<file path="src/rtl/mem_arbiter.sv">
// Round-robin arbiter sharing one line-wide backing memory between the I-cache and D-cache.
// Grants one port at a time, forwards its request downstream and routes mem_ready back to it.
module mem_arbiter #(
  parameter int unsigned ADDR_W = 27,
  parameter int unsigned LINE_W = 256
) (
  input  logic              clk,
  input  logic              proc_reset,
  input  logic              i_mem_read,
  input  logic              i_mem_write,
  input  logic [ADDR_W-1:0] i_mem_addr,
  input  logic [LINE_W-1:0] i_mem_wdata,
  output logic [LINE_W-1:0] i_mem_rdata,
  output logic              i_mem_ready,
  input  logic              d_mem_read,
  input  logic              d_mem_write,
  input  logic [ADDR_W-1:0] d_mem_addr,
  input  logic [LINE_W-1:0] d_mem_wdata,
  output logic [LINE_W-1:0] d_mem_rdata,
  output logic              d_mem_ready,
  output logic              mem_read,
  output logic              mem_write,
  output logic [ADDR_W-1:0] mem_addr,
  output logic [LINE_W-1:0] mem_wdata,
  input  logic [LINE_W-1:0] mem_rdata,
  input  logic              mem_ready,
  output logic              arb_err
);

  typedef enum logic [1:0] {IDLE, GRANT_I, GRANT_D} state_t;

  state_t state;
  logic   last;  // 0: I-cache was granted most recently, 1: D-cache
  logic   req_i;
  logic   req_d;

  assign req_i = i_mem_read | i_mem_write;
  assign req_d = d_mem_read | d_mem_write;

  assign i_mem_rdata = mem_rdata;
  assign d_mem_rdata = mem_rdata;

  // Grant sequencing, round-robin history and sticky protocol-error flag.
  always_ff @(posedge clk) begin
    if (proc_reset) begin
      state   <= IDLE;
      last    <= 1'b0;
      arb_err <= 1'b0;
    end else begin
      case (state)
        IDLE: begin
          if (mem_ready) arb_err <= 1'b1;
          if (req_i && req_d) state <= last ? GRANT_I : GRANT_D;
          else if (req_i)     state <= GRANT_I;
          else if (req_d)     state <= GRANT_D;
        end
        GRANT_I: begin
          if (i_mem_read && i_mem_write) arb_err <= 1'b1;
          if (mem_ready) begin
            state <= IDLE;
            last  <= 1'b0;
          end else if (!req_i) begin
            arb_err <= 1'b1;
          end
        end
        GRANT_D: begin
          if (d_mem_read && d_mem_write) arb_err <= 1'b1;
          if (mem_ready) begin
            state <= IDLE;
            last  <= 1'b1;
          end else if (!req_d) begin
            arb_err <= 1'b1;
          end
        end
        default: state <= IDLE;
      endcase
    end
  end

  // Downstream request mux and ready routing; a read+write request forwards only the write.
  always_comb begin
    mem_read    = 1'b0;
    mem_write   = 1'b0;
    mem_addr    = '0;
    mem_wdata   = '0;
    i_mem_ready = 1'b0;
    d_mem_ready = 1'b0;
    case (state)
      GRANT_I: begin
        mem_read    = i_mem_read & ~i_mem_write;
        mem_write   = i_mem_write;
        mem_addr    = i_mem_addr;
        mem_wdata   = i_mem_wdata;
        i_mem_ready = mem_ready;
      end
      GRANT_D: begin
        mem_read    = d_mem_read & ~d_mem_write;
        mem_write   = d_mem_write;
        mem_addr    = d_mem_addr;
        mem_wdata   = d_mem_wdata;
        d_mem_ready = mem_ready;
      end
      default: ;
    endcase
  end

endmodule
</file>
<file path="config.mk">
export PLATFORM = sky130hd
export DESIGN_NAME = mem_arbiter
export DESIGN_NICKNAME = d
export VERILOG_FILES = /design/src/rtl/mem_arbiter.sv
export SDC_FILE = /design/constraint.sdc
export NUM_CORES = 1
export LEC_CHECK = 0
export BUFFER_PORTS_ARGS = -buffer_cell sky130_fd_sc_hd__buf_2
export CAP_MARGIN = 15
export CORE_AREA = 2 2 639 641
export DETAILED_ROUTE_END_ITERATION = 6
export DIE_AREA = 0 0 641 643
export GPL_TIMING_DRIVEN = 0
export PLACE_DENSITY_LB_ADDON = 0.05
export RECOVER_POWER = 100
export SLEW_MARGIN = 20
export SYNTH_ARGS = -nofsm -noshare
export SYNTH_HDL_FRONTEND = slang
export SYNTH_SLANG_ARGS = --single-unit
</file>
<file path="constraint.sdc">
create_clock -name clk -period 1.3 [get_ports clk]
set_input_delay 0.13 -clock clk [delete_from_list [all_inputs] [get_ports clk]]
set_output_delay 0.13 -clock clk [all_outputs]
set_load 0.005 [all_outputs]
</file>
==> impl_results.md <==
* Seq/Total Area, Yosys at 0.00933
* Final Cell Area at 28100 um^2
* Post-synth top area cell: buf_4
* CP Launch Point: state[1]$_SDFFE_PP0P_
* # rows at 234
* Actual slew at the worst max-slew pin at 719 ps
* Reg2Reg Depth at 8
* Drt via density at 1.78
* Global-route wire length before repair at 211000 um
* CTS tree: yes
* Core box area at 405000 um^2
* Hold wc startpoint: proc_reset
* GP Congestion at 0.766
* 1st-iter DRT viols at 357
* Area Overhead vs Synth at 228%
* Cell variety after synth at 26
* Final worst-path cycle share at 1.80
* Worst setup path end: mem_wdata[85]
* RSZ-0062 raised after global routing: yes
* GRT Overall Usage at 0.0820
* Clock skew at 2.40 ps
* Final min period at 2340 ps
* R2r endpoint: arb_err$_SDFFE_PP0P_
* Yosys warning count at 0
* Top-count cell post-synth: buf_4
* Post-DP HPWL at 167000 um
* H-tree levels at 1
* Clk buf depth at 2
* Die width at 641 um
* Clock Sink Count at 4
* Clock-pin transition on the worst setup and hold timing paths at 30 ps
* Critical Path Fanout Max at 10
* Mapped cell area at 8580 um^2
* Top cells by count, synth: 527 x buf_4, 286 x nor2b_1, 284 x a22oi_1
* Final Hold Fails at 0
* Maximum VDD drop at 0.433 mV
* CTS Hold Bufs at 0
* Most used DFF post-synth: dfxtp_1
* Final setup fails at 291
* Status: finished, violations left
* Post-Synthesis Cells at 1216
* Async SR Flop Fraction at 0
* Share of cells above drive strength 1 at 0.840
* Die Y at 643 um
* Crit path required time at 1170 ps
* Root buf cell: clkbuf_16
* Average wire per standard cell at 21.9 um
* Worst R2R Setup Slack at -450 ps
* Clock Latency Late Sink at 220 ps
* Post-synth EDFFs at 0
* DP Area at 24300 um^2
* Initial Util at 0.0212
* Antenna Nets Post-Route at 0
* Worst EP arrival at 2210 ps
* Total Wirelength at 179000 um
* Port Buffer Count at 1372
* Reg2Reg Launch Point: state[1]$_SDFFE_PP0P_
* Die Area at 412000 um^2
* Drt drc at 0
* Finished Layout Cells at 8184
* Total nets after synthesis at 2048
* Leak at 0.0104 uW
* HP Class: input pin to flip-flop
* Cts bufs inserted at 3
* Initial antenna violation count at 164
* Syn avg cell area at 7.06 um^2
* Final setup TNS at -238900 ps
* Critical path class: flip-flop to output pin
* Worst slew margin at 0.521
* Post-synth top area share at 0.461
* GRT Residual Overflow at 0
* Slew Limit Fails at 0
* Crit path capture type: output pin
* Critical path startpoint category: flip-flop
* Final nets at 3546
* Dpl cells at 8038
* Fmax at 0.428 GHz
* Yosys reg bits at 4
* Via Count at 14584
* Vias in the first global route at 15084
* Fin worst setup slack at -1040 ps
* I/O pin total at 1629
* Largest net degree at the start of global routing at 11
* First-pass DRT Iterations at 4
* Pwr/cell area at 751 nW/um^2
* Failing checks: setup timing
* Max-Cap Viols at 0
* Leading post-synthesis cells by cell area: buf_4 46%, a22oi_1 25%, nor2b_1 21%
* Setup Slack @ Placement at -1450 ps
-- critical path, cell delays in order, from the launching register on --
cell and delay (ps):
dfxtp_4 370, inv_4 40, ha_4 240, buf_12 190, clkbuf_16 180, buf_12 150
a22oi_2 530, nor2b_2 90, buf_2 160
-- power breakdown --
| part | leakage, uW | total, uW | switching, uW | internal, uW |
|---|---|---|---|---|
| combinational | 0.0103 | 20500 | 9970 | 10500 |
| clock | 0.0000372 | 470 | 78.1 | 392 |
| sequential | 0.0000343 | 190 | 37.1 | 153 |
| total | 0.0104 | 21100 | 10100 | 11100 |
-- worst min-delay path by stage --
stage                            to  slack (ps)  cells past startpoint
2_1_floorplan  arb_err$_SDFFE_PP0P_         200                      1
3_3_place_gp      last$_SDFFE_PP0P_         420                      2
3_5_place_dp      last$_SDFFE_PP0P_         410                      2
4_1_cts           last$_SDFFE_PP0P_         180                      2
5_1_grt           last$_SDFFE_PP0P_         190                      2
6_report          last$_SDFFE_PP0P_         170                      2
-- final cells by class --
type	count	area [um^2]
inverter	4	20.0
sequential	4	87.6
multi-input combinational	600	6690
antenna	44	110
fill	48071	377000
clock buffer	3	75.1
buffer	594	5270
timing repair buffer	1507	9080
tap	5428	6790
-- sequential cells by signal, summed over array words and instances, names as in the netlist --
register and cells:
arb_err 1, last 1, state 2
-- cells by family (layout without fill, tap and decap cells) --
family	after synthesis	count (layout)	synth area share
and+or+nand+nor	299	299	0.216
DFF	4	4	0.00933
buffers and inverters	612	2108	0.510
AOI/OAI and AO/OA	296	296	0.258
muxes	2	2	0.00233
adders and majority gates	3	3	0.00437
other	0	44	0
-- per-stage QoR --
stage	util	total power (uW)	hold slack, ps
detailed placement	0.0600	16300	410
finish	0.0694	21100	168
CTS	0.0674	21100	177
floorplan	-	7360	202
global placement	0.0594	16200	419
global route	0.0692	22900	190
-- what timing repair did --
action                     CTS  global route
resized for setup          487           213
setup endpoints to repair  291           291
pin swaps                   62            28
setup buffers               60            37
gates cloned                 8            10
-- per-layer routing --
layer  part of all wire  track usage
met1               0.39       0.0935
met5            0.00094            0
met3              0.091       0.0297
met4             0.0094      0.00162
met2               0.51        0.152
-- cells in the final DEF, fill, tap and decap left out, drive strengths merged, types with 2 or more instances in the layout --
master,instances
mux2i,2
a21o,2
diode,44
inv,4
ha,3
buf,1557
dfxtp,4
a22oi,284
nor2,3
and2,2
clkbuf,546
nor2b,286
o21ai,3
nand2b,2
nor3,2
nand2,3
Power figures use the tool's default switching activity.
